$ cat src/rtl/gearbox_pack.sv
// gearbox_pack: narrow-to-wide packing gearbox; the first accepted word of each wide word lands in the top-most lane.
// Define GEARBOX_PACK_SKID_EN to place an output register behind the accumulator for full-rate operation.
module gearbox_pack #(
    parameter int  INPUT_DATA_W  = 16,
    parameter int  OUTPUT_DATA_W = 64,
    localparam int NUM_LANES     = OUTPUT_DATA_W / INPUT_DATA_W
) (
    input  logic                     clk,
    input  logic                     rst_n,
    input  logic [INPUT_DATA_W-1:0]  data_i,
    input  logic                     valid_i,
    input  logic                     last_i,
    output logic                     ready_o,
    output logic [OUTPUT_DATA_W-1:0] data_o,
    output logic [NUM_LANES-1:0]     keep_o,
    output logic                     last_o,
    output logic                     valid_o,
    input  logic                     ready_i
);

    localparam int CNT_W = (NUM_LANES > 1) ? $clog2(NUM_LANES) : 1;
    localparam logic [CNT_W-1:0] LAST_LANE = CNT_W'(NUM_LANES - 1);

    if (NUM_LANES < 2 || NUM_LANES * INPUT_DATA_W != OUTPUT_DATA_W) begin : g_bad_cfg
        $error("gearbox_pack: OUTPUT_DATA_W must be an integer multiple (>=2) of INPUT_DATA_W");
    end

    typedef enum logic {FILL, FULL} state_t;

    state_t                   state;
    state_t                   next_state;
    logic                     running;
    logic [CNT_W-1:0]         count;
    logic [OUTPUT_DATA_W-1:0] acc_data;
    logic [NUM_LANES-1:0]     acc_keep;
    logic [OUTPUT_DATA_W-1:0] merged_data;
    logic [NUM_LANES-1:0]     merged_keep;
    logic [OUTPUT_DATA_W-1:0] load_data;
    logic [NUM_LANES-1:0]     load_keep;
    logic                     load_last;
    logic                     accept;
    logic                     complete;
    logic                     acc_clear;
    logic                     load_out;

    // Holds ready_o low until the first clock edge after reset release.
    always_ff @(posedge clk or negedge rst_n) begin
        if (!rst_n) begin
            running <= 1'b0;
        end else begin
            running <= 1'b1;
        end
    end

    always_ff @(posedge clk or negedge rst_n) begin
        if (!rst_n) begin
            state <= FILL;
        end else begin
            state <= next_state;
        end
    end

    always_comb begin
        merged_data = acc_data;
        merged_keep = acc_keep;
        for (int unsigned k = 0; k < NUM_LANES; k++) begin
            if (count == CNT_W'(k)) begin
                merged_data[OUTPUT_DATA_W-1-k*INPUT_DATA_W -: INPUT_DATA_W] = data_i;
                merged_keep[NUM_LANES-1-k] = 1'b1;
            end
        end
    end

`ifdef GEARBOX_PACK_SKID_EN
    logic acc_last;
    logic space;

    // FULL here means the accumulator holds a complete word waiting for the output register.
    always_comb begin
        next_state = state;
        ready_o    = 1'b0;
        accept     = 1'b0;
        complete   = 1'b0;
        acc_clear  = 1'b0;
        load_out   = 1'b0;
        load_data  = merged_data;
        load_keep  = merged_keep;
        load_last  = last_i;
        space      = ~valid_o | ready_i;
        unique case (state)
            FILL: begin
                ready_o  = running;
                accept   = valid_i & running;
                complete = accept & ((count == LAST_LANE) | last_i);
                if (complete) begin
                    if (space) begin
                        load_out  = 1'b1;
                        acc_clear = 1'b1;
                    end else begin
                        next_state = FULL;
                    end
                end
            end
            FULL: begin
                if (space) begin
                    load_out   = 1'b1;
                    acc_clear  = 1'b1;
                    load_data  = acc_data;
                    load_keep  = acc_keep;
                    load_last  = acc_last;
                    next_state = FILL;
                end
            end
            default: next_state = FILL;
        endcase
    end

    always_ff @(posedge clk or negedge rst_n) begin
        if (!rst_n) begin
            acc_last <= 1'b0;
        end else if (acc_clear) begin
            acc_last <= 1'b0;
        end else if (accept) begin
            acc_last <= last_i;
        end
    end

    always_ff @(posedge clk or negedge rst_n) begin
        if (!rst_n) begin
            valid_o <= 1'b0;
        end else if (load_out) begin
            valid_o <= 1'b1;
        end else if (ready_i) begin
            valid_o <= 1'b0;
        end
    end
`else
    always_comb begin
        next_state = state;
        ready_o    = 1'b0;
        accept     = 1'b0;
        complete   = 1'b0;
        acc_clear  = 1'b0;
        load_out   = 1'b0;
        load_data  = merged_data;
        load_keep  = merged_keep;
        load_last  = last_i;
        unique case (state)
            FILL: begin
                ready_o  = running;
                accept   = valid_i & running;
                complete = accept & ((count == LAST_LANE) | last_i);
                if (complete) begin
                    load_out   = 1'b1;
                    acc_clear  = 1'b1;
                    next_state = FULL;
                end
            end
            FULL: begin
                if (ready_i) begin
                    next_state = FILL;
                end
            end
            default: next_state = FILL;
        endcase
    end

    assign valid_o = (state == FULL);
`endif

    // The completing word goes straight to the output registers, so the accumulator
    // is already empty when the next burst starts.
    always_ff @(posedge clk or negedge rst_n) begin
        if (!rst_n) begin
            acc_data <= '0;
            acc_keep <= '0;
            count    <= '0;
        end else if (acc_clear) begin
            acc_data <= '0;
            acc_keep <= '0;
            count    <= '0;
        end else if (accept) begin
            acc_data <= merged_data;
            acc_keep <= merged_keep;
            count    <= complete ? '0 : count + CNT_W'(1);
        end
    end

    always_ff @(posedge clk or negedge rst_n) begin
        if (!rst_n) begin
            data_o <= '0;
            keep_o <= '0;
            last_o <= 1'b0;
        end else if (load_out) begin
            data_o <= load_data;
            keep_o <= load_keep;
            last_o <= load_last;
        end
    end

endmodule
$ cat config.mk
export PLATFORM = sky130hd
export DESIGN_NAME = gearbox_pack
export DESIGN_NICKNAME = d
export VERILOG_FILES = /design/src/rtl/gearbox_pack.sv
export SDC_FILE = /design/constraint.sdc
export NUM_CORES = 1
export LEC_CHECK = 0
export CORE_MARGIN = 8
export CORE_UTILIZATION = 50
export CTS_BUF_LIST = sky130_fd_sc_hd__clkbuf_4
export CTS_CLUSTER_DIAMETER = 120
export DETAILED_ROUTE_END_ITERATION = 10
export PLACE_DENSITY = 0.78
export SLEW_MARGIN = 30
export SYNTH_ARGS = -nofsm -noshare
export SYNTH_HDL_FRONTEND = slang
export SYNTH_SLANG_ARGS = --single-unit
$ cat constraint.sdc
create_clock -name clk -period 1.87 [get_ports clk]
set_clock_uncertainty 0.05 [all_clocks]
set_input_delay 0.4675 -clock clk [delete_from_list [all_inputs] [get_ports clk]]
set_output_delay 0.4675 -clock clk [all_outputs]
set_load 0.05 [all_outputs]
==> results.py <==
metrics = {
    "sta": {
        "setup_viol": 0,
        "clock.fmax_mhz": 561,
        "fin_crit_ps": 1780,
        "hold_ws_ps": 273,
        "post-route-period-util_pct": 95.4,
        "finalWorstSetupSlack_ps": 86.2,
        "setup_tns_ps": 0,
        "hold_violations": 0,
        "finalMaxSlewViolations": 0,
    },
    "route": {
        "wl_per_cell_um": 19.0,
        "met1_length_mm": 6.67,
        "first_pass_iters": 5,
        "routed_wl_mm": 14.2,
        "dr.max_layer_used": "met4",
        "wl_met2_mm": 6.74,
        "drc": 0,
        "antenna_left": 0,
        "num_vias": 4311,
        "drt_iter0_drc": 284,
        "drt-vias-per-instance": 5.76,
        "wl_met3_um": 689,
    },
    "placement": {
        "gp_congestion": 0.789,
        "port_buffers": 91,
        "place_ws_ps": -256,
        "place_hpwl_mm": 9.94,
    },
    "worst_hold_path": {
        "hp-class": "in -> async",
    },
    "floorplanning": {
        "dieWidth_um": 124,
        "coreArea_sq_um": 11400,
        "fp-row-count": 39,
        "die-area_sq_um": 15400,
        "num_io_pins": 92,
        "die_height_um": 124,
        "start_util_pct": 51.3,
    },
    "setup_path": {
        "crit_arrival_ps": 1270,
        "end_kind": "output port",
        "critical_path_peak_fanout": 3,
        "r2r-end": "keep_o[3]",
        "ff2ff_setup_slack_ps": 140,
        "cp.required_ps": 1350,
        "r2r_cells": 6,
        "startpoint_type": "flop",
        "r2r_start": "count[0]",
        "crit_type": "reg -> out",
    },
    "clock_tree": {
        "cts_buffers": 17,
        "cts_tree": "built",
        "clock_latency_ps": 530,
        "clk_pin_slew_ps": 110,
        "clk_path_buf_depth": 2,
        "root_buffer": "clkbuf_4",
        "cts_htree_levels": 4,
        "cts.sinks": 141,
    },
    "pwr": {
        "vdd.ir_drop.worst_mv": 0.927,
        "p_leak_uw": 0.00344,
        "totalPowerFinal_uw": 10400,
        "power.density_nw_per_um2": 1410,
    },
    "synthesis": {
        "synthTopCellsByArea": "dfrtp_1 60%, mux2i_1 11%, o21ai_0 9.4%",
        "ys_warn_count": 0,
        "syn_nets": 508,
        "synth_edf_count": 0,
        "syn_avg_cell_area_sq_um": 12.1,
        "synth.largest_area_cell": "dfrtp_1",
        "synth_cell_types": 26,
        "syn_inst": 483,
        "async_reset_ff_share_pct": 100,
        "synth_top_area_share_pct": 60.3,
        "ys_ff_latch": 141,
        "synth_common_cells": "141 x dfrtp_1, 110 x o21ai_0, 64 x mux2i_1",
        "synth_area_sq_um": 5850,
        "yosysMostFrequentCell": "dfrtp_1",
        "ys.flop_type": "dfrtp_1",
        "ys_seq_area_share_pct": 60.3,
    },
    "global_route": {
        "grt_max_degree": 53,
        "grt_pass1_vias": 4455,
        "antenna_found_initial": 0,
        "grt_usage_pct": 18.6,
        "overflow": 0,
        "grt_pass1_wl_mm": 23.6,
    },
    "flow_run": {
        "drv_cap": 0,
    },
    "finish": {
        "diodes": 0,
        "final_nets": 617,
        "fin_util_pct": 64.1,
        "layout-drive-gt1-share_pct": 24.5,
        "area_growth_pct": 25.1,
    },
    "status": {
        "status": "complete, no violations",
    },
}
==> state kept, by name, summed over array words and instances (netlist names) <==
signal,cells
acc_keep,4
keep_o,4
valid_o,1
running,1
data_o,64
count,2
last_o,1
acc_data,64
==> report_power, final <==
| group | total (uW) | switching [uW] | internal (uW) |
|---|---|---|---|
| logic | 4130 | 2730 | 1400 |
| registers | 4110 | 388 | 3720 |
| clock network | 2120 | 1070 | 1050 |
| total | 10400 | 4190 | 6170 |
==> per-layer routing <==
metal  global-route usage (%)  up-vias
li1                         -     1972
met1                     25.1     2223
met2                     28.5      103
met3                     5.57       13
met4                     4.61        0
met5                        0        -
==> worst max-delay path: stages (launching register included) <==
cell and delay [ps]:
dfrtp_1 420, nor2b_2 170, buf_12 150
==> timing repair <==
item / CTS / global route
hold buffers: 1 / 0
setup buffers: 1 / 1
gates resized for setup: 1 / 0
endpoints found under the setup margin: 1 / 1
endpoints found under the hold margin: 110 / 0
==> final cells by class <==
| type | count | area (sq um) |
|---|---|---|
| fillers | 907 | 4090 |
| repair buffers | 128 | 1140 |
| multi-input cells | 301 | 2160 |
| clock buffers | 18 | 135 |
| well taps | 143 | 179 |
| flip-flops and latches | 141 | 3530 |
| inverters | 3 | 11.3 |
| clock inverters | 14 | 175 |
==> logic make-up after synthesis <==
kind of cell	Yosys count	share of synthesized area [%]
AOI/OAI and AO/OA	192	19.7
DFF	141	60.3
muxes	64	10.9
buffers and inverters	41	3.12
and+or+nand+nor	40	5.00
adders and majority gates	4	0.855
other	1	0.0641
==> cells in the final DEF (no fill, tap or decap), types with 4 or more instances in the layout <==
| cell | n |
|---|---|
| nor2_1 | 9 |
| dfrtp_1 | 141 |
| a22o_1 | 49 |
| clkinv_2 | 4 |
| buf_4 | 97 |
| clkbuf_4 | 18 |
| bufinv_16 | 4 |
| mux2i_1 | 64 |
| clkdlybuf4s50_1 | 19 |
| o21ai_0 | 110 |
| buf_12 | 10 |
| ha_1 | 4 |
| and2_1 | 17 |
| o21ai_1 | 27 |
==> per-stage QoR <==
stage / instances / instance area (sq um)
after global placement: 713 / 6990
after floorplan: 483 / 5850
final: 748 / 7320
after CTS: 747 / 7320
after global routing: 748 / 7320
after detailed placement: 713 / 6990
==> how the worst max path moves through the flow <==
stage | startpoint | end | slack, ps
after floorplan | valid_o | ready_o | 4
after global placement | valid_i | acc_data[7] | -180
after detailed placement | valid_i | data_o[30] | -260
after CTS | valid_o | ready_o | 9
after global routing | valid_o | ready_o | -0.5
final | valid_o | ready_o | 90
No activity file was read; power rests on OpenSTA's default activity.
==> RTL change, RTL diff (config.mk and constraints unchanged) <==
The option `GEARBOX_PACK_SKID_EN` is turned on by a define.
--- a/src/rtl/gearbox_pack.sv
+++ b/src/rtl/gearbox_pack.sv
@@ -1,5 +1,7 @@
 // gearbox_pack: narrow-to-wide packing gearbox; the first accepted word of each wide word lands in the top-most lane.
 // Define GEARBOX_PACK_SKID_EN to place an output register behind the accumulator for full-rate operation.
+`define GEARBOX_PACK_SKID_EN
+
 module gearbox_pack #(
     parameter int  INPUT_DATA_W  = 16,
     parameter int  OUTPUT_DATA_W = 64,
Behaviour: not the same (Yosys sat finds a counterexample within 4 cycles, from zero or initial values and one cycle with rst_n low).
==> RTL change against the original RTL <==
- total power fell by 3.3%
- wire length increased by 3.6%
- area after synthesis is 3.5% higher
- worst setup slack worse by 59 ps
- count of clock-buffer cells in the layout did not move
- highest routed layer unchanged
- design area increased by 2.8%
- sequential cell count up 2
==> RTL change: results (changes against the original RTL) <==
[routing] routed vias 4328 [+0.39%]
[final_layout] fillcell total 962 [+6.1%]
[grt] largest net degree at the start of global routing 75 [+42%]
[placed_design] estimated wirelength of the detail-placed design 10000 microns [+0.59%]
[run_status] status complete, no violations
[logic_synthesis] synth cell count leaders 143 x sky130_fd_sc_hd__dfrtp_1, 71 x sky130_fd_sc_hd__nand2_1, 66 x sky130_fd_sc_hd__mux2i_1
[placed_design] instance area after placement 7050 sq um [+0.86%]
[logic_synthesis] count of different cell masters after synthesis 32 [+23%]
[power_and_ir_drop] NetSw 4060 uW [-3.0%]
[placed_design] placed cells 736 [+3.2%]
[grt] number of antenna violations at the first check in global routing 1 [+1]
[routing] post-DR wirelength/cell 19.0 microns [-0.15%]
[placed_design] weighted congestion reported at the end of routability-driven placement 0.865 [+9.6%]
[power_and_ir_drop] Design Power 10000 uW [-3.3%]
[final_layout] net count of the finished layout 640 [+3.7%]
[critical_path] depth of the most critical reg-to-reg path 5 [-1]
[power_and_ir_drop] maximum vdd ir drop 0.726 mV [-22%]
[routing] per-cell via count in the routed design 5.58 [-3.2%]
[routing] length of the first detailed-routing pass in iterations 4 [-1]
[power_and_ir_drop] Lkg Pwr 0.00379 uW [+10%]
[grt] global-route wire length before repair 23900 microns [+1.1%]
[final_layout] area of the multi-input gates 2230 sq um [+3.6%]
[logic_synthesis] synth warn 0 [unchanged]
[final_layout] layout cell share with drive strength beyond 1 24.8% [+0.38 points]
[placed_design] worst slack at placement -365 ps [-109 ps]
[logic_synthesis] Cells after Synth 517 [+7.0%]
[logic_synthesis] number of nets in the synthesized netlist 542 [+6.7%]
[grt] overall fraction of global-route tracks in use 18.8% [+0.21 points]
[routing] initial drt markers 329 [+16%]
[logic_synthesis] Seq/Total Area, Yosys 59.1% [-1.2 points]
[clock_network] # resized after CTS 5 [+4]
[logic_synthesis] top cells by area in the synthesized netlist sky130_fd_sc_hd__dfrtp_1 59%, sky130_fd_sc_hd__mux2i_1 11%, sky130_fd_sc_hd__a22o_1 9.4%
[grt] vias in the first global route 4514 [+1.3%]
[logic_synthesis] multiplexer area fraction after synthesis 10.9% [-0.036 points]
[logic_synthesis] synthesized-area fraction occupied by ao, oa, aoi and oai cells 17.1% [-2.7 points]
[critical_path] top fanout value on the critical path 4 [+1]
[clock_network] setup bufs post-CTS 2 [+1]
[power_and_ir_drop] P_comb 3760 uW [-9.0%]
RTL change: cell types whose count changed after synthesis, moves of 4 or more:
cell                       delta
sky130_fd_sc_hd__buf_2        -7
sky130_fd_sc_hd__o21ai_0     -85
sky130_fd_sc_hd__buf_1        +6
sky130_fd_sc_hd__a22o_1      +16
sky130_fd_sc_hd__clkbuf_1     -4
sky130_fd_sc_hd__nand2b_1     +4
sky130_fd_sc_hd__buf_4       +12
sky130_fd_sc_hd__o21ai_1     +16
sky130_fd_sc_hd__buf_6        +4
sky130_fd_sc_hd__nand2_1     +70
sky130_fd_sc_hd__and2_1      -16
RTL change: layout make-up:
type	count	area share, %
diodes	1	0.0332
clock buffers	18	1.79
clock inverters	14	2.41
inverters	6	0.299
multi-input cells	319	29.7
flip-flops and latches	143	47.6
well taps	147	2.44
repair buffers	128	15.8
RTL change: kinds of logic after synthesis:
group / count (synthesis)
buffers and inverters: 55
flip-flops: 143
adder cells (fa/ha/maj): 4
AO/OA/AOI/OAI: 149
multiplexers: 66
other: 1
AND/OR/NAND/NOR: 99
RTL change: layer usage:
layer / up-vias / global-route usage (%) / wire length, microns
li1: 2019 / - / -
met1: 2177 / 25.1 / 6600
met2: 109 / 29.0 / 7130
met3: 23 / 4.51 / 738
met4: 0 / 7.22 / 270
met5: - / 0 / 0
RTL change: path summary, 6_finish.rpt:
check / from / to / slack, ps
setup / recovery: running / ready_o / 30
hold reg to reg: keep_o[2] / keep_o[2] / 440
hold / removal: rst_n / data_o[37] / 360
min in group clk: keep_o[2] / keep_o[2] / 440
max in group asynchronous: rst_n / acc_data[11] / 790
setup reg to reg: count[0] / data_o[32] / 50
